`src/rtl/alu_ctrl_seq.sv`:
```
// ALU control decode with a multi-cycle multiply/divide stall sequencer.
// Build option: define ALU_CTRL_DIV_EN to decode and sequence divide.
module alu_ctrl_seq #(
    parameter int CTRL_W  = 4,
    parameter int MUL_LAT = 4,
    parameter int DIV_LAT = 32
) (
    input  logic              clk,
    input  logic              reset,
    input  logic              valid,
    input  logic [2:0]        aluop,
    input  logic [5:0]        funct,
    output logic [CTRL_W-1:0] gout,
    output logic              jmor,
    output logic              jalr,
    output logic              illegal,
    output logic              stall,
    output logic              hilo_we
);

    typedef enum logic [1:0] {IDLE, BUSY, DONE} state_t;

    state_t     state_q, state_d;
    logic [7:0] cnt_q, cnt_d;
    logic [3:0] op_q, op_d;

    logic [3:0] dec_code;
    logic       dec_jmor;
    logic       dec_jalr;
    logic       dec_ill;
    logic       dec_mul;
    logic       dec_div;
    logic [3:0] code;
    logic       launch;

    always_comb begin
        dec_code = 4'b0010;
        dec_jmor = 1'b0;
        dec_jalr = 1'b0;
        dec_ill  = 1'b0;
        dec_mul  = 1'b0;
        dec_div  = 1'b0;
        unique case (aluop)
            3'b000: dec_code = 4'b0010;
            3'b001: dec_code = 4'b0110;
            3'b011: dec_code = 4'b0000;
            3'b100: dec_code = 4'b0011;
            3'b010: begin
                case (funct)
                    6'b100000: dec_code = 4'b0010;
                    6'b100010: dec_code = 4'b0110;
                    6'b101010: dec_code = 4'b0111;
                    6'b100100: dec_code = 4'b0000;
                    6'b100101: begin
                        dec_code = 4'b0001;
                        dec_jmor = 1'b1;
                    end
                    6'b010111: dec_code = 4'b0001;
                    6'b001001: begin
                        dec_code = 4'b0010;
                        dec_jalr = 1'b1;
                    end
                    6'b000010: dec_code = 4'b0100;
                    6'b011000: begin
                        dec_code = 4'b1000;
                        dec_mul  = 1'b1;
                    end
`ifdef ALU_CTRL_DIV_EN
                    6'b011010: begin
                        dec_code = 4'b1001;
                        dec_div  = 1'b1;
                    end
`endif
                    default: dec_ill = 1'b1;
                endcase
            end
            default: dec_ill = 1'b1;
        endcase
    end

    assign launch = valid && (dec_mul || dec_div);

    always_comb begin
        state_d = state_q;
        cnt_d   = cnt_q;
        op_d    = op_q;
        stall   = 1'b0;
        hilo_we = 1'b0;
        code    = dec_code;
        jmor    = dec_jmor;
        jalr    = dec_jalr;
        illegal = dec_ill;
        unique case (state_q)
            IDLE: begin
                if (launch) begin
                    state_d = BUSY;
                    cnt_d   = dec_div ? 8'(DIV_LAT - 1) : 8'(MUL_LAT - 1);
                    op_d    = dec_code;
                    stall   = 1'b1;
                end
            end
            BUSY: begin
                stall   = 1'b1;
                code    = op_q;
                jmor    = 1'b0;
                jalr    = 1'b0;
                illegal = 1'b0;
                if (cnt_q == 8'd0) begin
                    state_d = DONE;
                end else begin
                    cnt_d = cnt_q - 8'd1;
                end
            end
            DONE: begin
                // Stalled instruction retires here; valid is ignored
                hilo_we = 1'b1;
                code    = op_q;
                jmor    = 1'b0;
                jalr    = 1'b0;
                illegal = 1'b0;
                state_d = IDLE;
            end
            default: state_d = IDLE;
        endcase
    end

    assign gout = CTRL_W'(code);

    always_ff @(posedge clk) begin
        if (reset) begin
            state_q <= IDLE;
            cnt_q   <= 8'd0;
            op_q    <= 4'd0;
        end else begin
            state_q <= state_d;
            cnt_q   <= cnt_d;
            op_q    <= op_d;
        end
    end

endmodule

```
`config.mk`:
```
export PLATFORM = sky130hd
export DESIGN_NAME = alu_ctrl_seq
export DESIGN_NICKNAME = d
export VERILOG_FILES = /design/src/rtl/alu_ctrl_seq.sv
export SDC_FILE = /design/constraint.sdc
export NUM_CORES = 1
export LEC_CHECK = 0
export BUFFER_PORTS_ARGS = -buffer_cell sky130_fd_sc_hd__buf_2
export CAP_MARGIN = 20
export CORE_MARGIN = 1.5
export CORE_UTILIZATION = 50
export DETAILED_ROUTE_END_ITERATION = 10
export HOLD_SLACK_MARGIN = 0.1
export PLACE_DENSITY = 0.83
export SLEW_MARGIN = 20
export SYNTH_ARGS = -nofsm -noshare
export SYNTH_HDL_FRONTEND = slang
export SYNTH_SLANG_ARGS = --single-unit
export TNS_END_PERCENT = 1
```
`constraint.sdc`:
```
create_clock -name clk -period 2.05 [get_ports clk]
set_input_delay 0.41 -clock clk [delete_from_list [all_inputs] [get_ports clk]]
set_output_delay 0.41 -clock clk [all_outputs]
set_load 0.03 [all_outputs]
```
==> impl_metrics.csv <==
group,metric,value,unit
status,status,"finished with violations",
status,violations,"negative setup slack",
synth,netlist_top_cells_area,"dfxtp_1 23%, ha_1 5.2%, mux2i_1 5.0%",
clock_network,holdBufCountCts,0,
placed_design,port_buffers,20,
timing,tightest_slew,0.382,ns
synth,synth_xor_area_frac,0,
synth,yosysTopAreaCellShare,0.234,
clock_network,cts.sinks,14,
synth,netlist_area,1200,um^2
synth,postSynth.asyncResetShare,0,
routing,avgRoutedWirePerCell,16.3,um
timing,setup_viol,4,
synth,ys.flop_type,"dfxtp_1",
clock_network,cts_buffer_depth,2,
placed_design,hpwl,2710,um
run,maxCapViolations,0,
clock_network,htreeDepth,1,
setup_path,startpoint_type,"register",
timing,final_max_slew_viol_count,0,
pwr,p_total,0.602,mW
timing,rsz0062_at_grt,"true",
grt,met1_usage,0.323,
synth,synth_top_family_by_area,"simple AND/OR/NAND/NOR gates",
clock_network,root_buffer,"clkbuf_4",
layout,drive_gt1_frac,0.442,
grt,grt_overflow,0,
placed_design,gp_congestion,0.850,
synth,syn-instance-count,143,
grt,grt_pass1_vias,1318,
routing,first_pass_iters,4,
synth,seq_area_frac_synth,0.234,
clock_network,cts.clk_slew.worst_paths,0.09,ns
setup_path,critPathKind,"register to output pin",
min_path,hold_class,"input port to register",
timing,fin_worst_skew,0.00248,ns
clock_network,worstSkewPairLatency,0.29,ns
routing,vias,1369,
routing,drt_iter0_markers,45,
setup_path,crit_arrival,1.82,ns
synth,synth_mux_area_frac,0.0501,
synth,syn-num-nets,160,
layout,diodes,0,
timing,period_share,1.09,
die,coreArea,2230,um^2
synth,synth_edf_count,0,
die,die_height,52.0,um
synth,synth-simple-area-share,0.295,
placed_design,dp.cells,213,
timing,fin_tns_setup,-0.473,ns
layout,instances_no_fill,218,
grt,grt_use_met2,0.508,
synth,synth.yosys.warnings,0,
grt,gr-usage-all-layers,0.281,
clock_network,cts_tree,"yes",
layout,area_delta_synth_final,38.2,%
pwr,leakagePower,0.743,nW
timing,max_freq,448,MHz
timing,period_minus_slack,2.23,ns
routing,drt-total-wl,3560,um
pwr,powerDensity,364,nW/um^2
synth,synthAdderAreaFrac,0.0522,
synth,netlist-cell-type-count,48,
grt,antenna_found_initial,0,
layout,fill_cells,169,
grt,use_met3,0.0345,
setup_path,endpoint_kind,"output pin",
pwr,peakVddDrop,328,uV
placed_design,pre_cts_slack,-0.196,ns
routing,viasPerCell,6.28,
timing,slew_headroom,0.743,
clock_network,numCtsBuffers,3,
timing,hold_violations,0,
timing,setup_slack,-0.184,ns
synth,ys_seq_elements,14,
layout,fin_nets,208,
die,io_pins,21,
setup_path,reg2reg_slack,0.11,ns
synth,yosysTopAreaCell,"dfxtp_1",
die,die_area,2700,um^2
die,rows,17,
timing,hold_slack,0.382,ns
die,initial_core_util,0.537,
grt,grt_first_pass_wirelength,5810,um
routing,drtAntennaViolNets,0,
grt,grt.busiest_layer,"met2",
setup_path,required,1.64,ns
grt,grt_max_degree,16,
synth,avgSynthCellArea,8.38,um^2
synth,synth_compound_area_frac,0.292,
die,fp.dieW,52.0,um
setup_path,path_max_fanout,2,
routing,drc,0,
## where the power goes
group          switching (mW)  leakage, nW  internal [mW]
clock                  0.0996       0.0210          0.108
sequential           0.000249        0.114          0.272
combinational          0.0629        0.608         0.0594
## layer usage
metal	wire, um	vias up
li1	-	642
met1	1430	657
met3	194	13
met2	1810	57
met5	0	-
met4	119	0
## placed cells by master (no fill, tap or decap), types with 2 or more instances in the layout
master / Yosys / final
buf_6: 1 / 3
o211ai_1: 8 / 8
nand3b_1: 3 / 3
nand2_1: 8 / 7
inv_1: 13 / 11
clkbuf_4: 0 / 3
buf_2: 0 / 14
a21oi_1: 8 / 7
a2111oi_2: 2 / 2
nor3_1: 3 / 3
or4_4: 1 / 2
buf_4: 0 / 32
dfxtp_1: 14 / 12
or3b_4: 2 / 3
nor2_1: 7 / 6
inv_2: 0 / 2
nor3b_1: 2 / 2
a211oi_2: 4 / 4
a311o_1: 4 / 4
o21ai_0: 5 / 3
ha_1: 5 / 4
mux2i_1: 6 / 6
or3_1: 2 / 2
dfxtp_2: 0 / 2
and3_1: 3 / 3
nand3_1: 5 / 5
o211a_1: 2 / 2
o21ai_1: 1 / 2
## synthesized netlist by cell type (2+ instances only)
master,n
dfxtp_1,14
mux2i_1,6
nor3_1,3
o211ai_1,8
a21oi_1,8
or3_1,2
ha_1,5
nand2_1,8
clkbuf_1,5
o21ai_0,5
or3b_4,2
a211oi_2,4
nor4_1,2
o31ai_1,3
or3b_2,2
a2111oi_2,2
nor3b_1,2
nand3_1,5
nor2_1,7
and3_1,3
nor4b_1,2
inv_1,13
nand3b_1,3
o211a_1,2
a311o_1,4
## critical path, stage by stage, from the launching register on
cell and delay (ns):
dfxtp_2 0.34, inv_2 0.05, ha_4 0.24, or4_4 0.52
o31ai_4 0.21, buf_6 0.16
## flip-flops by register name, summed over array words and instances (netlist names)
signal and cells:
cnt_q 8, op_q 4, state_q 2
## metrics by stage
step,cell area (um^2),util
floorplan,1210,-
global placement,1540,0.689
detailed placement,1540,0.689
CTS,1630,0.732
global route,1660,0.742
finish,1660,0.742
## path summary, 6_finish.rpt
check                                end  startpoint  depth (start not counted)
worst max-delay path             illegal  state_q[0]                          5
worst min-delay path             op_q[3]       reset                          2
worst max register to register  cnt_q[6]  state_q[0]                          7
worst min register to register   op_q[3]     op_q[3]                          2
## layout make-up
type	count	area (um^2)	area share
inverter	13	48.8	0.0295
multi-input combinational	109	890	0.537
clock buffer	4	36.3	0.0219
sequential	14	283	0.171
timing repair buffer	50	364	0.220
tap	28	35.0	0.0211
## kinds of logic (layout without fill, tap and decap cells)
| group | Yosys count | in the layout |
|---|---|---|
| buffers and inverters | 20 | 67 |
| adders and majority gates | 5 | 5 |
| DFF | 14 | 14 |
| muxes | 6 | 6 |
| and+or+nand+nor | 54 | 54 |
| AOI/OAI and AO/OA | 44 | 44 |
## timing repair
| action | in CTS | in global routing |
|---|---|---|
| endpoints found under the setup margin | 7 | 7 |
| pin swaps | 2 | 0 |
| setup buffers | 1 | 0 |
| gates resized for setup | 19 | 7 |
No activity file was read; power rests on OpenSTA's default activity.
